$ cat src/rtl/decode_stage.sv
// Instruction decode: register file with write-through bypass,
// control decode, load-use hazard detect and the ID/EX register.
module decode_stage #(
  parameter int NB_DATA           = 32,
  parameter int N_REGISTERS       = 32,
  parameter int NB_ADDR_REGISTERS = 5,
  parameter int NB_INSTRUCTIONS   = 32,
  parameter int NB_ALU_OP         = 6
) (
  input  logic                         i_clk,
  input  logic                         i_reset,
  input  logic [NB_INSTRUCTIONS-1:0]   i_instruction,
  input  logic                         i_enable,
  input  logic                         i_flush,
  input  logic                         i_wb_write,
  input  logic [NB_ADDR_REGISTERS-1:0] i_wb_addr,
  input  logic [NB_DATA-1:0]           i_wb_data,
  input  logic [NB_ADDR_REGISTERS-1:0] i_dbg_addr,
  output logic [NB_DATA-1:0]           o_dbg_data,
  output logic                         o_stall,
  output logic                         o_valid,
  output logic [NB_DATA-1:0]           o_bus_a,
  output logic [NB_DATA-1:0]           o_bus_b,
  output logic [NB_DATA-1:0]           o_ext_literal,
  output logic [NB_ADDR_REGISTERS-1:0] o_rs,
  output logic [NB_ADDR_REGISTERS-1:0] o_rt,
  output logic [NB_ADDR_REGISTERS-1:0] o_dest,
  output logic [NB_ALU_OP-1:0]         o_alu_op,
  output logic                         o_alu_src,
  output logic                         o_mem_read,
  output logic                         o_mem_write,
  output logic [1:0]                   o_mem_width,
  output logic                         o_mem_unsigned,
  output logic                         o_reg_write,
  output logic                         o_mem_to_reg
);

  localparam logic [5:0] OP_R    = 6'b000000;
  localparam logic [5:0] OP_J    = 6'b000010;
  localparam logic [5:0] OP_JAL  = 6'b000011;
  localparam logic [5:0] OP_ADDI = 6'b001000;
  localparam logic [5:0] OP_SLTI = 6'b001010;
  localparam logic [5:0] OP_ANDI = 6'b001100;
  localparam logic [5:0] OP_ORI  = 6'b001101;
  localparam logic [5:0] OP_XORI = 6'b001110;
  localparam logic [5:0] OP_LUI  = 6'b001111;
  localparam logic [5:0] FN_JR   = 6'b001000;

  localparam int NA = NB_ADDR_REGISTERS;
  localparam int NX = NB_DATA - 16;

  typedef struct packed {
    logic                 valid;
    logic [NB_DATA-1:0]   bus_a;
    logic [NB_DATA-1:0]   bus_b;
    logic [NB_DATA-1:0]   lit;
    logic [NA-1:0]        rs;
    logic [NA-1:0]        rt;
    logic [NA-1:0]        dest;
    logic [NB_ALU_OP-1:0] alu_op;
    logic                 alu_src;
    logic                 mem_read;
    logic                 mem_write;
    logic [1:0]           mem_width;
    logic                 mem_unsigned;
    logic                 reg_write;
    logic                 mem_to_reg;
  } id_ex_t;

  logic [NB_DATA-1:0] rf_q [N_REGISTERS];

  logic [5:0]  opcode;
  logic [5:0]  func;
  logic [15:0] imm;
  logic [NA-1:0] rs, rt, rd;
  logic unused_shamt;

  assign opcode = i_instruction[31:26];
  assign rs     = i_instruction[21 +: NA];
  assign rt     = i_instruction[16 +: NA];
  assign rd     = i_instruction[11 +: NA];
  assign func   = i_instruction[5:0];
  assign imm    = i_instruction[15:0];
  assign unused_shamt = ^i_instruction[10:6];

  logic is_r, is_j, is_jal, is_lui, is_load, is_store;
  logic is_branch, is_imm, is_logic_imm, rs_used, rt_used;

  assign is_r      = opcode == OP_R;
  assign is_j      = opcode == OP_J;
  assign is_jal    = opcode == OP_JAL;
  assign is_lui    = opcode == OP_LUI;
  assign is_load   = opcode[5:3] == 3'b100;
  assign is_store  = opcode[5:3] == 3'b101;
  assign is_branch = opcode[5:1] == 5'b00010;
  assign is_logic_imm = (opcode == OP_ANDI) ||
                        (opcode == OP_ORI)  ||
                        (opcode == OP_XORI);
  assign is_imm = is_logic_imm || is_lui ||
                  (opcode == OP_ADDI) || (opcode == OP_SLTI);
  assign rs_used = !(is_j || is_jal || is_lui);
  assign rt_used = is_r || is_store || is_branch;

  // Write-through: a same-cycle write-back wins over the stored value
  logic [NB_DATA-1:0] rd_a, rd_b;

  always_comb begin
    rd_a = rf_q[rs];
    rd_b = rf_q[rt];
    if (i_wb_write && i_wb_addr == rs)
      rd_a = i_wb_data;
    if (i_wb_write && i_wb_addr == rt)
      rd_b = i_wb_data;
    if (rs == '0)
      rd_a = '0;
    if (rt == '0)
      rd_b = '0;
  end

  assign o_dbg_data = rf_q[i_dbg_addr];

  always_ff @(posedge i_clk or negedge i_reset) begin
    if (!i_reset) begin
      for (int i = 0; i < N_REGISTERS; i++)
        rf_q[i] <= '0;
    end else if (i_wb_write && i_wb_addr != '0) begin
      rf_q[i_wb_addr] <= i_wb_data;
    end
  end

  logic [5:0] alu_op;

  always_comb begin
    alu_op = 6'b000000;
    unique case (1'b1)
      is_r:                 alu_op = func;
      is_load || is_store:  alu_op = 6'b100001;
      is_branch:            alu_op = 6'b100011;
      opcode == OP_ADDI:    alu_op = 6'b100001;
      opcode == OP_ANDI:    alu_op = 6'b100100;
      opcode == OP_ORI:     alu_op = 6'b100101;
      opcode == OP_XORI:    alu_op = 6'b100110;
      opcode == OP_SLTI:    alu_op = 6'b101010;
      is_lui:               alu_op = 6'b001111;
      default:              alu_op = 6'b000000;
    endcase
  end

  id_ex_t dec, idex_q, idex_d;

  always_comb begin
    dec              = '0;
    dec.valid        = 1'b1;
    dec.bus_a        = rd_a;
    dec.bus_b        = rd_b;
    dec.rs           = rs;
    dec.rt           = rt;
    dec.alu_op       = NB_ALU_OP'(alu_op);
    dec.alu_src      = is_imm || is_load || is_store;
    dec.mem_read     = is_load;
    dec.mem_write    = is_store;
    dec.mem_width    = opcode[1:0];
    dec.mem_unsigned = opcode[2];
    dec.mem_to_reg   = is_load;
    dec.reg_write    = (is_r && func != FN_JR) || is_imm ||
                       is_load || is_jal;
    unique case (1'b1)
      is_logic_imm: dec.lit = {{NX{1'b0}}, imm};
      is_lui:       dec.lit = {imm, {NX{1'b0}}};
      default:      dec.lit = {{NX{imm[15]}}, imm};
    endcase
    unique case (1'b1)
      is_r:    dec.dest = rd;
      is_jal:  dec.dest = NA'(31);
      default: dec.dest = rt;
    endcase
  end

  // Only a load already in ID/EX can hazard the instruction in decode
  assign o_stall = idex_q.valid && idex_q.mem_read &&
                   idex_q.dest != '0 &&
                   ((rs_used && idex_q.dest == rs) ||
                    (rt_used && idex_q.dest == rt));

  always_comb begin
    idex_d = idex_q;
    if (i_enable) begin
      idex_d = dec;
      if (i_flush || o_stall) begin
        idex_d.valid      = 1'b0;
        idex_d.reg_write  = 1'b0;
        idex_d.mem_read   = 1'b0;
        idex_d.mem_write  = 1'b0;
        idex_d.mem_to_reg = 1'b0;
      end
    end
  end

  always_ff @(posedge i_clk or negedge i_reset) begin
    if (!i_reset)
      idex_q <= '0;
    else
      idex_q <= idex_d;
  end

  assign o_valid        = idex_q.valid;
  assign o_bus_a        = idex_q.bus_a;
  assign o_bus_b        = idex_q.bus_b;
  assign o_ext_literal  = idex_q.lit;
  assign o_rs           = idex_q.rs;
  assign o_rt           = idex_q.rt;
  assign o_dest         = idex_q.dest;
  assign o_alu_op       = idex_q.alu_op;
  assign o_alu_src      = idex_q.alu_src;
  assign o_mem_read     = idex_q.mem_read;
  assign o_mem_write    = idex_q.mem_write;
  assign o_mem_width    = idex_q.mem_width;
  assign o_mem_unsigned = idex_q.mem_unsigned;
  assign o_reg_write    = idex_q.reg_write;
  assign o_mem_to_reg   = idex_q.mem_to_reg;

endmodule
$ cat config.mk
export PLATFORM = sky130hd
export DESIGN_NAME = decode_stage
export DESIGN_NICKNAME = d
export VERILOG_FILES = /design/src/rtl/decode_stage.sv
export SDC_FILE = /design/constraint.sdc
export NUM_CORES = 2
export LEC_CHECK = 0
export ABC_AREA = 1
export BUFFER_PORTS_ARGS = -buffer_cell sky130_fd_sc_hd__buf_2
export CORE_ASPECT_RATIO = 0.75
export CORE_MARGIN = 2
export CORE_UTILIZATION = 35
export CTS_CLUSTER_DIAMETER = 50
export DETAILED_ROUTE_END_ITERATION = 12
export PLACE_DENSITY = 0.53
export SLEW_MARGIN = 20
export SYNTH_ARGS = -nofsm -noshare
export SYNTH_HDL_FRONTEND = slang
export SYNTH_SLANG_ARGS = --single-unit
export TNS_END_PERCENT = 20
$ cat constraint.sdc
create_clock -name i_clk -period 1.9 [get_ports i_clk]
set_input_delay 0.38 -clock i_clk [delete_from_list [all_inputs] [get_ports i_clk]]
set_output_delay 0.38 -clock i_clk [all_outputs]
set_load 0.05 [all_outputs]
# Yosys cells after proc, flatten, opt, wreduce, memory -nomap -nowiden
# Cells that the tools add are included.
# W data, S select, Z words.
[classes]
order_cmp = 5
reduce_logical = 34
eq_ne = 16
muxes = 22
bitwise_logic = 4
[ops]
columns = ["operator", "count"]
rows = [
  ["$bwmux W1024", 1],
  ["$bmux W32 S5", 3],
  ["$mux W32", 11],
  ["$demux W32 S5", 1],
  ["$pmux W32 S2", 1],
  ["$pmux W6 S8", 1],
  ["$eq A6 B4 Y1 const B", 6],
  ["$ge A6 B6 Y1 const B", 4],
  ["$not A5 Y6", 4],
  ["$eq A5 B5 Y1", 4],
  ["$logic_or A1 B1 Y1", 17],
  ["$eq A6 B2 Y1 const B", 2],
  ["$logic_and A1 B1 Y1", 10],
  ["$logic_not A5 Y1", 2],
  ["$pmux W5 S2", 1],
  ["$reduce_bool A5 Y1", 2],
  ["$eq A3 B3 Y1 const B", 2],
  ["$logic_not A6 Y1", 1],
  ["$lt A6 B1 Y1 const B", 1],
  ["$ne A6 B4 Y1 const B", 1],
  ["$eq A5 B2 Y1 const B", 1],
  ["$mux W2", 2],
  ["$reduce_or A2 Y1", 1],
  ["$logic_not A1 Y1", 1],
  ["$mux W1", 1],
]
[word_totals]
register_bits = 1150
wordCells = 128
out_inout_bits = 159

# Logic depth before layout (Yosys ltp)
[logic_depth]
word_depth = 10
ltp_mapped = 14
mapped_depth_nobuf = 11

# Worst setup path before layout
# OpenSTA, ideal clock, no wires.
[synth_timing]
path_kind = "input to output"
from = "input i_dbg_addr[0]"
to = "output o_dbg_data[14]"
n_path_buf = 4
t_required_ps = 1520
path_slack_ps = -414
t_arrival_ps = 1934
stages = 10
path_cell_list = "buf_2 -> buf_2 -> buf_2 -> clkbuf_1 -> a21oi_1 -> o21ai_0 -> nand3_1 -> a21oi_1 -> o21ai_0 -> nand2_1"
[synth_between]
elab_chain_cells = 4
[synth_rtl]
columns = ["element", "line_no", "rtl"]
rows = [
  ["start, declared", "18", "input logic [NB_ADDR_REGISTERS-1:0] i_dbg_addr,"],
  ["$not A5 Y6 (not written as such)", "120", "assign o_dbg_data = rf_q[i_dbg_addr];"],
  ["$bmux W32 S5", "120", ""],
  ["$mux W32 (not written as such) (2 in series)", "120", ""],
  ["end, declared", "19", "output logic [NB_DATA-1:0] o_dbg_data,"],
]
# No other way between the ends. The select of a mux whose other input is x is not followed.

# Worst setup path in the final report
[layout_timing]
from = "register rf_q[623] (netlist name)"
to = "output o_dbg_data[15]"
[layout_between]
elab_chain_cells = 3
[layout_rtl]
columns = ["element", "line_no", "rtl"]
rows = [
  ["start, declared", "70", "logic [NB_DATA-1:0] rf_q [N_REGISTERS];"],
  ["start signal, assigned by index", "127", "rf_q[i_wb_addr] <= i_wb_data;"],
  ["$bmux W32 S5", "120", ""],
  ["$mux W32 (not written as such) (2 in series)", "120", ""],
]
# No other way between the ends. The select of a mux whose other input is x is not followed.

==> impl_metrics.toml <==
[run_status]
status = "finished, violations left"
violations = "negative setup slack"

[hold_path]
worst_hold_path_type = "primary input to asynchronous set/reset pin"

[worst_setup_path]
cp-end-kind = "output port"
r2r_setup_slack_ps = 120
critPathArrivalTime_ps = 2230
critPathKind = "flop to output port"
worstPathCellList = "nor2_1 -> o211ai_1 -> nand3_1 -> nand2_2 -> nand2_1 -> nand2_4 -> buf_12"
max_stage_delay_ps = 450
path_max_fanout = 4
crit_slowest_cell = "dfrtp_1"
worstPathRequired_ps = 1520
reg2reg_to = "o_bus_b[13]$_DFFE_PN0P_"
worstSetupStartpointType = "flop"
crit-reg2reg-launch = "rf_q[845]$_DFFE_PN0P_"
rr_worst_depth = 13

[route]
met1_length_mm = 151
vias_per_cell = 5.64
drc = 0
drtAntennaViolNets = 0
drt_iter0_markers = 12105
drt_first_pass_iters = 8
wl_per_cell_um = 24.9
maxUsedRoutingLayer = "met5"
wl_met2_mm = 156
wl_met3_mm = 37.6
vias = 83743
wl_mm = 370

[yosys]
syn_area_per_cell_um2 = 6.36
ys_warn_count = 0
synth_edf_count = 0
synth_top_area_share_pct = 39.3
async_reset_ff_share_pct = 100
syn_area_mm2 = 0.0732
synth_cells = 11518
ys_top_cells_by_area = "dfrtp_1, nand2_1, o21ai_0"
synth-seq-cells = 1149
synth_ff_type = "dfrtp_1"
synth_area_leader_cell = "dfrtp_1"
ys_seq_area_share_pct = 39.3
yosysUniqueCellTypes = 27
syn_nets = 11597

[timing]
worst_pin_slew_ps = 627
rsz0062_at_grt = "yes"
finClkSkew_ps = 45.0
fin_ws_ps = -713
fmax_mhz = 383
slew_violations = 0
fin_tns_setup_ps = -21160
fin_crit_sh_pct = 138
finalSetupViolations = 38
fin_crit_ps = 2610
hold_violations = 0
relSlewSlack_pct = 58.2

[floorplan]
fp.dieW_um = 532
row_count = 145
core_mm2 = 0.208
dieArea_mm2 = 0.213
io_pins = 238
start_util_pct = 35.2
die_h_um = 400

[final_layout]
final_area_mm2 = 0.0933
fillers = 21246
regArea_mm2 = 0.0288
final_common_cell = "nand2_1"
postLayoutCoreUtil_pct = 44.8
mostFrequentLayoutCells = "nand2_1, o21ai_0, nand3_1, dfrtp_1, inv_1"
final_nets = 12029
fin_cells = 14858
synthToLayoutAreaGrowth_pct = 27.4
drive_gt1_share_pct = 14.3
multi_input_comb_area_mm2 = 0.0384

[cts]
clkSinkCount = 1149
clock_path_buffers = 4
clock_latency_ps = 850
cts_tree = "built"
ctsHtreeMaxLevel = 4
numCtsBuffers = 157
clk_pin_slew_ps = 60
root_buffer = "clkbuf_16"

[power_and_ir_drop]
power_density_mw_per_mm2 = 937
p_leak_uw = 0.0442
irDropWorstVdd_mv = 0.780

[grt]
grt_use_total_pct = 33.8
grt_overflow = 0
antenna_found_initial = 6
grt_pass1_vias = 77198
grt_start_max_net_pins = 81
grt_pass1_wl_mm = 537

[place]
postPlaceCellArea_mm2 = 0.0864
gp_congestion = 0.964
io_buffers = 237
dp_hpwl_mm = 249
dp.cells = 14465
dp_slack_ps = -581

[flow_run]
maxCapViolations = 0
flip-flops by register name, summed over array words and instances, names as in the netlist, 2 cells and up:
| name | cells |
|---|---|
| o_dest | 5 |
| o_rt | 5 |
| o_rs | 5 |
| o_ext_literal | 32 |
| o_bus_b | 32 |
| o_alu_op | 6 |
| rf_q | 1024 |
| o_bus_a | 32 |
| o_mem_width | 2 |
kinds of logic after synthesis:
group | synth area share [%]
buffers and inverters | 9.68
flip-flops | 39.3
AND/OR/NAND/NOR | 33.3
AO/OA/AOI/OAI | 17.7
XOR/XNOR | 0.0359
metal layers:
layer	vias to the layer above	global-route usage, %
li1	37971	-
met1	39577	45.4
met2	5148	50.0
met3	1045	6.32
met4	2	21.5
met5	-	0
critical path, delay by kind of cell (launching register included):
kind / cells / cell delay (ps)
simple gates: 5 / 540
buf+inv: 1 / 130
compound gates: 1 / 280
flops: 1 / 450
cells in the mapped netlist, types with 2 or more instances:
cell	instances
buf_1	94
o22ai_1	5
a21oi_1	537
nand2_1	4029
o21ai_1	89
clkbuf_1	675
nand4_1	12
dfrtp_1	1149
o211ai_1	142
nor2_1	743
buf_2	192
a22oi_1	4
nor2_2	5
clkinv_1	6
nand3_1	1246
o21ai_0	1736
nor3_2	9
xor2_1	2
nor3_1	5
inv_2	12
buf_4	25
inv_1	796
timing repair:
item                       4_1_cts  5_1_grt
hold buffers                    55        0
hold endpoints to repair       977        0
setup buffers                   39       25
gates resized for setup        151      124
setup endpoints to repair       50       46
pin swaps                       49       36
layout make-up:
type	count	share of cell area [%]
antenna	1	0.00268
clock buffer	198	4.65
clock inverter	75	1.02
inverter	814	3.34
multi-input combinational	8569	41.1
sequential	1149	30.8
tap	2793	3.75
timing repair buffer	1259	15.3
worst max-delay path by stage:
stage,depth (start not counted),startpoint,endpoint
after global placement,10,i_dbg_addr[1],o_dbg_data[13]
after floorplan,11,i_instruction[22],o_stall
after global routing,10,rf_q[693]$_DFFE_PN0P_,o_dbg_data[21]
after CTS,9,o_dest[1]$_DFFE_PN0P_,o_stall
after detailed placement,10,i_dbg_addr[0],o_dbg_data[13]
final,7,rf_q[623]$_DFFE_PN0P_,o_dbg_data[15]
report_power, final:
group | switching (µW) | leakage, µW | internal (µW) | total (µW)
clock | 12700 | 0.00258 | 18600 | 31200
sequential | 3820 | 0.0146 | 28900 | 32700
combinational | 15000 | 0.0271 | 8490 | 23500
total | 31500 | 0.0442 | 56000 | 87400
metrics by stage:
stage | power, µW | hold slack [ps]
global route | 91700 | 34.8
finish | 87400 | 23.8
global placement | 54700 | 246
floorplan | 45600 | 84.4
detailed placement | 55100 | 245
CTS | 87000 | 3.45
(Power assumes the default switching activity.)
